## src/rtl/uop_dispatch_queue.sv

```systemverilog
// rtl/uop_dispatch_queue.sv - RV32I/M decode into a microcode-address dispatch FIFO
module uop_dispatch_queue #(
  parameter int ADDR_W  = 6,
  parameter int MEXT_EN = 1,
  parameter int DEPTH   = 2,
  parameter int CNT_W   = 16
) (
  input  logic                       clk,
  input  logic                       reset,
  input  logic                       in_valid,
  output logic                       in_ready,
  input  logic [31:0]                in_instr,
  output logic                       out_valid,
  input  logic                       out_ready,
  output logic [ADDR_W-1:0]          out_addr,
  output logic [31:0]                out_instr,
  output logic                       out_illegal,
  input  logic                       flush,
  output logic [$clog2(DEPTH):0]     occupancy,
  output logic [CNT_W-1:0]           illegal_count
);

  localparam int PTR_W = $clog2(DEPTH);
  localparam int OCC_W = PTR_W + 1;
  localparam logic [ADDR_W-1:0] ILLEGAL_ADDR = {ADDR_W{1'b1}};

  logic [6:0]        w_op;
  logic [2:0]        w_f3;
  logic [6:0]        w_f7;
  logic [ADDR_W-1:0] w_dec_addr;
  logic              w_dec_illegal;
  logic              w_push;
  logic              w_pop;

  logic [ADDR_W-1:0] r_mem_addr  [DEPTH];
  logic [31:0]       r_mem_instr [DEPTH];
  logic              r_mem_ill   [DEPTH];
  logic [PTR_W-1:0]  r_wr_ptr;
  logic [PTR_W-1:0]  r_rd_ptr;
  logic [OCC_W-1:0]  r_occ;
  logic [CNT_W-1:0]  r_cnt;

  assign w_op = in_instr[6:0];
  assign w_f3 = in_instr[14:12];
  assign w_f7 = in_instr[31:25];

  // Instruction decode: map opcode/funct fields to a microcode start address.
  always_comb begin
    w_dec_addr = ILLEGAL_ADDR;
    unique case (w_op)
      7'b0110011: begin
        if (w_f7 == 7'b0000000) begin
          unique case (w_f3)
            3'b000: w_dec_addr = ADDR_W'(1);
            3'b001: w_dec_addr = ADDR_W'(6);
            3'b010: w_dec_addr = ADDR_W'(9);
            3'b011: w_dec_addr = ADDR_W'(10);
            3'b100: w_dec_addr = ADDR_W'(5);
            3'b101: w_dec_addr = ADDR_W'(7);
            3'b110: w_dec_addr = ADDR_W'(4);
            default: w_dec_addr = ADDR_W'(3);
          endcase
        end else if (w_f7 == 7'b0100000) begin
          if (w_f3 == 3'b000)      w_dec_addr = ADDR_W'(2);
          else if (w_f3 == 3'b101) w_dec_addr = ADDR_W'(8);
        end else if (w_f7 == 7'b0000001 && MEXT_EN != 0) begin
          unique case (w_f3)
            3'b000: w_dec_addr = ADDR_W'(27);
            3'b001: w_dec_addr = ADDR_W'(30);
            3'b010: w_dec_addr = ADDR_W'(31);
            3'b011: w_dec_addr = ADDR_W'(32);
            3'b100: w_dec_addr = ADDR_W'(28);
            3'b101: w_dec_addr = ADDR_W'(33);
            3'b110: w_dec_addr = ADDR_W'(29);
            default: w_dec_addr = ADDR_W'(34);
          endcase
        end
      end
      7'b0000011: w_dec_addr = ADDR_W'(11);
      7'b0100011: w_dec_addr = ADDR_W'(12);
      7'b1100011: w_dec_addr = ADDR_W'(13);
      7'b0010011: begin
        unique case (w_f3)
          3'b000: w_dec_addr = ADDR_W'(14);
          3'b010: w_dec_addr = ADDR_W'(15);
          3'b011: w_dec_addr = ADDR_W'(16);
          3'b100: w_dec_addr = ADDR_W'(17);
          3'b110: w_dec_addr = ADDR_W'(18);
          3'b111: w_dec_addr = ADDR_W'(19);
          3'b001: if (w_f7 == 7'b0000000) w_dec_addr = ADDR_W'(20);
          default: begin
            if (w_f7 == 7'b0000000)      w_dec_addr = ADDR_W'(21);
            else if (w_f7 == 7'b0100000) w_dec_addr = ADDR_W'(22);
          end
        endcase
      end
      7'b0110111: w_dec_addr = ADDR_W'(23);
      7'b0010111: w_dec_addr = ADDR_W'(24);
      7'b1101111: w_dec_addr = ADDR_W'(25);
      7'b1100111: w_dec_addr = ADDR_W'(26);
      default:    w_dec_addr = ILLEGAL_ADDR;
    endcase
    w_dec_illegal = (w_dec_addr == ILLEGAL_ADDR);
  end

  assign in_ready  = (r_occ != OCC_W'(DEPTH));
  assign out_valid = (r_occ != '0);
  assign w_push    = in_valid & in_ready & ~flush;
  assign w_pop     = out_valid & out_ready & ~flush;

  // Entry storage: written at the tail on every accepted push.
  always_ff @(posedge clk) begin
    if (w_push) begin
      r_mem_addr[r_wr_ptr]  <= w_dec_addr;
      r_mem_instr[r_wr_ptr] <= in_instr;
      r_mem_ill[r_wr_ptr]   <= w_dec_illegal;
    end
  end

  // Queue bookkeeping: pointers and occupancy, with flush clearing everything.
  always_ff @(posedge clk) begin
    if (reset || flush) begin
      r_wr_ptr <= '0;
      r_rd_ptr <= '0;
      r_occ    <= '0;
    end else begin
      if (w_push) r_wr_ptr <= r_wr_ptr + PTR_W'(1);
      if (w_pop)  r_rd_ptr <= r_rd_ptr + PTR_W'(1);
      if (w_push && !w_pop)      r_occ <= r_occ + OCC_W'(1);
      else if (w_pop && !w_push) r_occ <= r_occ - OCC_W'(1);
    end
  end

  // Saturating count of accepted illegal instructions; survives flush.
  always_ff @(posedge clk) begin
    if (reset) begin
      r_cnt <= '0;
    end else if (w_push && w_dec_illegal && r_cnt != {CNT_W{1'b1}}) begin
      r_cnt <= r_cnt + CNT_W'(1);
    end
  end

  assign out_addr      = out_valid ? r_mem_addr[r_rd_ptr]  : '0;
  assign out_instr     = out_valid ? r_mem_instr[r_rd_ptr] : '0;
  assign out_illegal   = out_valid ? r_mem_ill[r_rd_ptr]   : 1'b0;
  assign occupancy     = r_occ;
  assign illegal_count = r_cnt;

endmodule

```

## config.mk

```make
export PLATFORM = sky130hd
export DESIGN_NAME = uop_dispatch_queue
export DESIGN_NICKNAME = d
export VERILOG_FILES = /design/src/rtl/uop_dispatch_queue.sv
export SDC_FILE = /design/constraint.sdc
export NUM_CORES = 1
export LEC_CHECK = 0
export BUFFER_PORTS_ARGS = -buffer_cell sky130_fd_sc_hd__buf_2
export CAP_MARGIN = 25
export CORE_MARGIN = 2
export CORE_UTILIZATION = 42
export DETAILED_ROUTE_END_ITERATION = 12
export PLACE_DENSITY = 0.75
export SKIP_LAST_GASP = 1
export SYNTH_ARGS = -nofsm -noshare
export SYNTH_HDL_FRONTEND = slang
export SYNTH_SLANG_ARGS = --single-unit
export TNS_END_PERCENT = 100
```

## constraint.sdc

```tcl
create_clock -name clk -period 2.9 [get_ports clk]
set_clock_uncertainty 0.2 [all_clocks]
set_input_delay 0.29 -clock clk [delete_from_list [all_inputs] [get_ports clk]]
set_output_delay 0.29 -clock clk [all_outputs]
set_load 0.02 [all_outputs]
```

[Word-level counts from Yosys, hierarchy flattened]
Memories as Yosys holds them, arrays and structs flattened. A register that Yosys moved wholly into a read port is not among the register bits.
Cells that the tools add are included.
Word-level totals
  logic and storage cells: 74
  memories: 3
  bits in registers: 20
  RAM bits: 78
  input port bits: 37
  output and inout bits: 59
Memories
  r_mem_instr: words 2, width 32, rd ports 1, clocked after memory_dff 1, write ports 1, RTL line 36  | logic [31:0] r_mem_instr [DEPTH];
  r_mem_addr: words 2, width 6, rd ports 1, clocked after memory_dff 1, write ports 1, RTL line 35  | logic [ADDR_W-1:0] r_mem_addr [DEPTH];
  r_mem_ill: words 2, width 1, rd ports 1, clocked after memory_dff 1, write ports 1, RTL line 37  | logic r_mem_ill [DEPTH];
Cells by class
  reductions and logical operators: 11
  eq/ne operators: 21
  add/subtract/negate cells: 5
  multiplexer cells: 25
  bitwise logic cells: 5
Operator list (count)
  $pmux W6 S7: 2
  $mux W6: 9
  $pmux W6 S9: 1
  $mux W32: 1
  $eq A7 B6 Y1 const B: 4
  $pmux W4 S7: 1
  $eq A7 B7 Y1 const B: 3
  $add A16 B1 Y16 const B: 1
  $ne A16 B16 Y1 const B: 1
  $eq A7 B5 Y1 const B: 2
  $eq A3 B3 Y1 const B: 4
  $mux W1: 9
  $eq A7 B1 Y1 const B: 1
  $eq A7 B2 Y1 const B: 1
  $logic_not A7 Y1: 1
  $eq A3 B2 Y1 const B: 2
  $eq A6 B6 Y1 const B: 1
  $and A1 B1 Y1: 4
  $logic_and A1 B1 Y1: 4
  $mux W2: 2
  $reduce_bool A2 Y1: 2
  $eq A3 B1 Y1 const B: 1
  $logic_not A3 Y1: 1
  $add A1 B1 Y1 const B: 2
  other kinds (6): 7

[Depth between registers and ports, before layout]
  word-level depth: 9
  gate-level depth with buffers: 9
  mapped depth without buffers: 9

[Worst setup path before layout]
No wires, ideal clock.
  path kind: reg-to-reg
  start: register r_occ[0], in the netlist occupancy[0]
  end: memory r_mem_addr[0][0], enable pin
  setup time: 0.435 ns
  clock period less this slack: 3.298 ns
  arrival time: 2.663 ns
  path slack: -0.398 ns
  required time: 2.265 ns
  cell stages (with the launch flop): 4
  buffers on the path: 0
  path through: dfxtp_1 -> nand2b_1 -> nand3b_1 -> nor2_1
Between the ends
  word-level cells in the longest chain between the ends: 5
Ends and longest elaborated chain
  start, declared: RTL line 40  | logic [OCC_W-1:0] r_occ;
  start signal, assigned: RTL line 129  | if (w_push && !w_pop) r_occ <= r_occ + OCC_W'(1);
  start signal, assigned: RTL line 130  | else if (w_pop && !w_push) r_occ <= r_occ - OCC_W'(1);
  $ne A2 B2 Y1: RTL line 106  | assign in_ready = (r_occ != OCC_W'(DEPTH));
  named net in_ready: RTL line 11  | output logic in_ready,
  $and A1 B1 Y1 (2 in series): RTL line 108  | assign w_push = in_valid & in_ready & ~flush;
  $mux W1: RTL line 113  | if (w_push) begin
  $mux W1 (not written as such): RTL line 114  | r_mem_addr[r_wr_ptr] <= w_dec_addr;
  end, declared: RTL line 35
The timed path passes the listed nets, and every way through them passes these cells.

[Worst setup path in the final report]
  start: register r_cnt[4], in the netlist illegal_count[4]
  end: register r_cnt[15], in the netlist illegal_count[15]
Between the ends
  word-level cells in the longest chain between the ends: 2
  elaborated cells between the ends (all ways): 3
  those cells by class: 1 x add/sub; 1 x eq/ne; 1 x reduce/logical
Ends and longest elaborated chain
  start, declared: RTL line 41  | logic [CNT_W-1:0] r_cnt;
  start signal, assigned: RTL line 139  | r_cnt <= r_cnt + CNT_W'(1);
  parallel branches: the longest is 2 deep, another holds $add A16 B1 Y16
Several ways; the timed one is not identified.
A chain may end at the register's enable or synchronous reset.

==> run_results.csv <==
group,metric,value,unit
worst_setup_path,path_max_fanout,8,
worst_setup_path,cp-end-kind,"register",
logic_synthesis,yosysUniqueCellTypes,51,
route,drt_pass1_iterations,4,
clocking,path_clk_slew,90,ps
logic_synthesis,synth_edf_count,78,
clocking,cts_tree,"built",
place,dp_hpwl,6.73,mm
logic_synthesis,synth-seq-area-share,0.601,
final_layout,post-route-util,0.544,
power_and_ir_drop,clockPowerShare,0.299,
global_routing,gr-total-overflow,0,
logic_synthesis,syn_inst,396,
worst_hold_path,min_path_type,"in -> reg",
clocking,post-cts-setup-buffers,0,
global_routing,grt_pass1_wl,16.0,mm
route,drcViolationCount,0,
final_layout,fillCellCount,947,
floorplan,core-area,10700,µm²
logic_synthesis,synth-main-ff-cell,"edfxtp_1",
floorplan,row_count,38,
power_and_ir_drop,power.density,467,nW/µm²
final_layout,final_cell_count_no_fill,679,
power_and_ir_drop,p_int,2.09,mW
final_layout,layout-drive-gt1-share,0.278,
route,routed_wl,10.1,mm
clocking,cts_max_path_buffers,2,
clocking,cts_root_buf,"clkbuf_8",
route,route.detailed.wl_per_inst,14.9,µm
power_and_ir_drop,combPwrFrac,0.121,
logic_synthesis,async_flop_share,0,
route,vias,3555,
clocking,numCtsBuffers,9,
global_routing,antenna_found_initial,0,
place,place_ws,13.6,ps
floorplan,die_h,109,µm
power_and_ir_drop,p_sw_frac,0.235,
clocking,cts_max_level,3,
route,viasPerCell,5.24,
floorplan,initial_core_util,0.427,
timing,fin_crit,2770,ps
floorplan,die_area,11800,µm²
power_and_ir_drop,switchingPower,0.643,mW
final_layout,n_antenna_cell,0,
place,dp.cells,638,
timing,period_share,0.955,
final_layout,multi_input_area,1740,µm²
logic_synthesis,synth-seq-cells,99,
floorplan,io_pins,96,
timing,slew_headroom,0.397,
final_layout,area_delta_synth_final,27.2,%
clocking,cts.sinks,99,
timing,tightest_slew,894,ps
logic_synthesis,syn_nets,435,
timing,final_max_slew_viol_count,0,
route,drt_iter0_drc,236,
worst_setup_path,required,2960,ps
final_layout,fin_nets,574,
worst_setup_path,cp.arrival,2820,ps
clocking,insertion_delay,360,ps
logic_synthesis,synth.avg_cell_area,11.6,µm²
timing,finalSetupViolCount,0,
run_status,outcome,"complete, no violations",
worst_setup_path,crit_type,"reg -> reg",
place,place_congestion,0.823,
floorplan,die_x,109,µm
route,ant_nets,0,
final_layout,seq_area,2760,µm²
logic_synthesis,ys_warn_count,0,
timing,fin_tns_setup,0,ps
global_routing,grt_usage,0.175,
global_routing,grt_pass1_vias,3431,
place,portBuffers,95,
power_and_ir_drop,ir_drop,0.190,mV
power_and_ir_drop,power_frac_seq,0.579,
logic_synthesis,syn-cell-area,4590,µm²
global_routing,grt_max_degree,40,
power_and_ir_drop,p_leak,2.19,nW
flow_run,drv_cap,0,
timing,setup_ws,130,ps
worst_setup_path,start_kind,"register",
timing,final_hold_viol_count,0,
timing,timing.fmax,361,MHz
worst_setup_path,reg2reg_slack,130,ps
power_and_ir_drop,power.total,2.73,mW
[cell families after synthesis]
logic type               synth area share
AO/OA/AOI/OAI                      0.0812
AND/OR/NAND/NOR                     0.173
flip-flops                          0.601
adder cells (fa/ha/maj)           0.00545
buffers and inverters              0.0251
XOR/XNOR                           0.0114
multiplexers                        0.102
[cells in the final DEF, fill, tap and decap left out, drive strengths merged, types with 6 or more instances in the layout]
cell type,instances
mux2i,41
nand2,20
clkbuf,11
edfxtp,78
nand2b,7
a21oi,16
dfxtp,21
dlygate4sd3,26
nand4,6
or3,10
o21ai,17
nor4,7
inv,10
nor2,61
nand3,10
buf,120
nor3,12
[power groups by stage]
stage                     Combinational, mW  Sequential (mW)  Clock (mW)
final                                 0.331             1.58       0.818
after global routing                  0.361             1.59       0.899
after CTS                             0.331             1.58       0.843
after detailed placement              0.303             1.61           0
after global placement                0.294             1.61           0
after floorplan                       0.177             1.61           0
[final timing paths]
check | from | endpoint | cells after the start
min | in_instr[4] | r_mem_instr[1][4] | 1
max reg2reg | illegal_count[4] | illegal_count[15] | 7
min reg2reg | illegal_count[1] | illegal_count[1] | 2
max | illegal_count[4] | illegal_count[15] | 7
[worst max-delay path, cell delays in order (launching register included)]
cell,delay (ps)
dfxtp_1,410
nand4_1,190
or4_1,600
or4_1,510
nand2_1,250
nor4_1,110
buf_4,150
mux2_2,250
[sequential cells by signal, indices dropped and copies added (netlist names), named ones only]
signal,count
illegal_count,16
occupancy,2
r_mem_addr,12
r_mem_ill,2
r_mem_instr,64
r_rd_ptr,1
r_wr_ptr,1
[layer usage]
layer,vias up,share of wire,global-route usage
met5,-,0,0
met4,0,0.019,0.0760
met3,22,0.058,0.0440
met2,113,0.50,0.311
met1,1677,0.42,0.199
li1,1743,-,-
[stage by stage]
stage	hold WS, ps	area, µm²
floorplan	167	4600
global placement	278	5400
detailed placement	284	5400
CTS	0.225	5830
global route	8.97	5840
finish	30.9	5840
[what timing repair did]
action / CTS / global route
gates resized for setup: 0 / 2
hold buffers: 26 / 0
hold endpoints to repair: 55 / 0
endpoints found under the setup margin: 0 / 6
[final cells by class]
class,count,area share
Clock buffer,11,0.0225
Sequential cell,99,0.473
Inverter,10,0.00643
Clock inverter,4,0.00728
Timing Repair Buffer,146,0.162
Tap cell,140,0.0300
Multi-Input combinational cell,269,0.298
[Yosys cell counts, types with 3 or more instances]
| library cell | n | area (µm²) |
|---|---|---|
| a21oi_1 | 16 | 80.1 |
| and2_1 | 5 | 31.3 |
| and3_1 | 4 | 25.0 |
| clkbuf_1 | 13 | 48.8 |
| dfxtp_1 | 21 | 420 |
| edfxtp_1 | 78 | 2340 |
| inv_1 | 8 | 30.0 |
| mux2i_1 | 41 | 410 |
| nand2_1 | 20 | 75.1 |
| nand2b_1 | 7 | 43.8 |
| nand3_1 | 10 | 50.1 |
| nand4_1 | 6 | 37.5 |
| nor2_1 | 61 | 229 |
| nor2b_1 | 5 | 31.3 |
| nor3_1 | 12 | 60.1 |
| nor4_1 | 6 | 37.5 |
| o21a_1 | 3 | 22.5 |
| o21ai_0 | 17 | 85.1 |
| o31ai_1 | 3 | 22.5 |
| or3_1 | 10 | 62.6 |
| or4_1 | 4 | 30.0 |
| xor2_1 | 4 | 35.0 |
No activity file was read; power rests on OpenSTA's default activity.
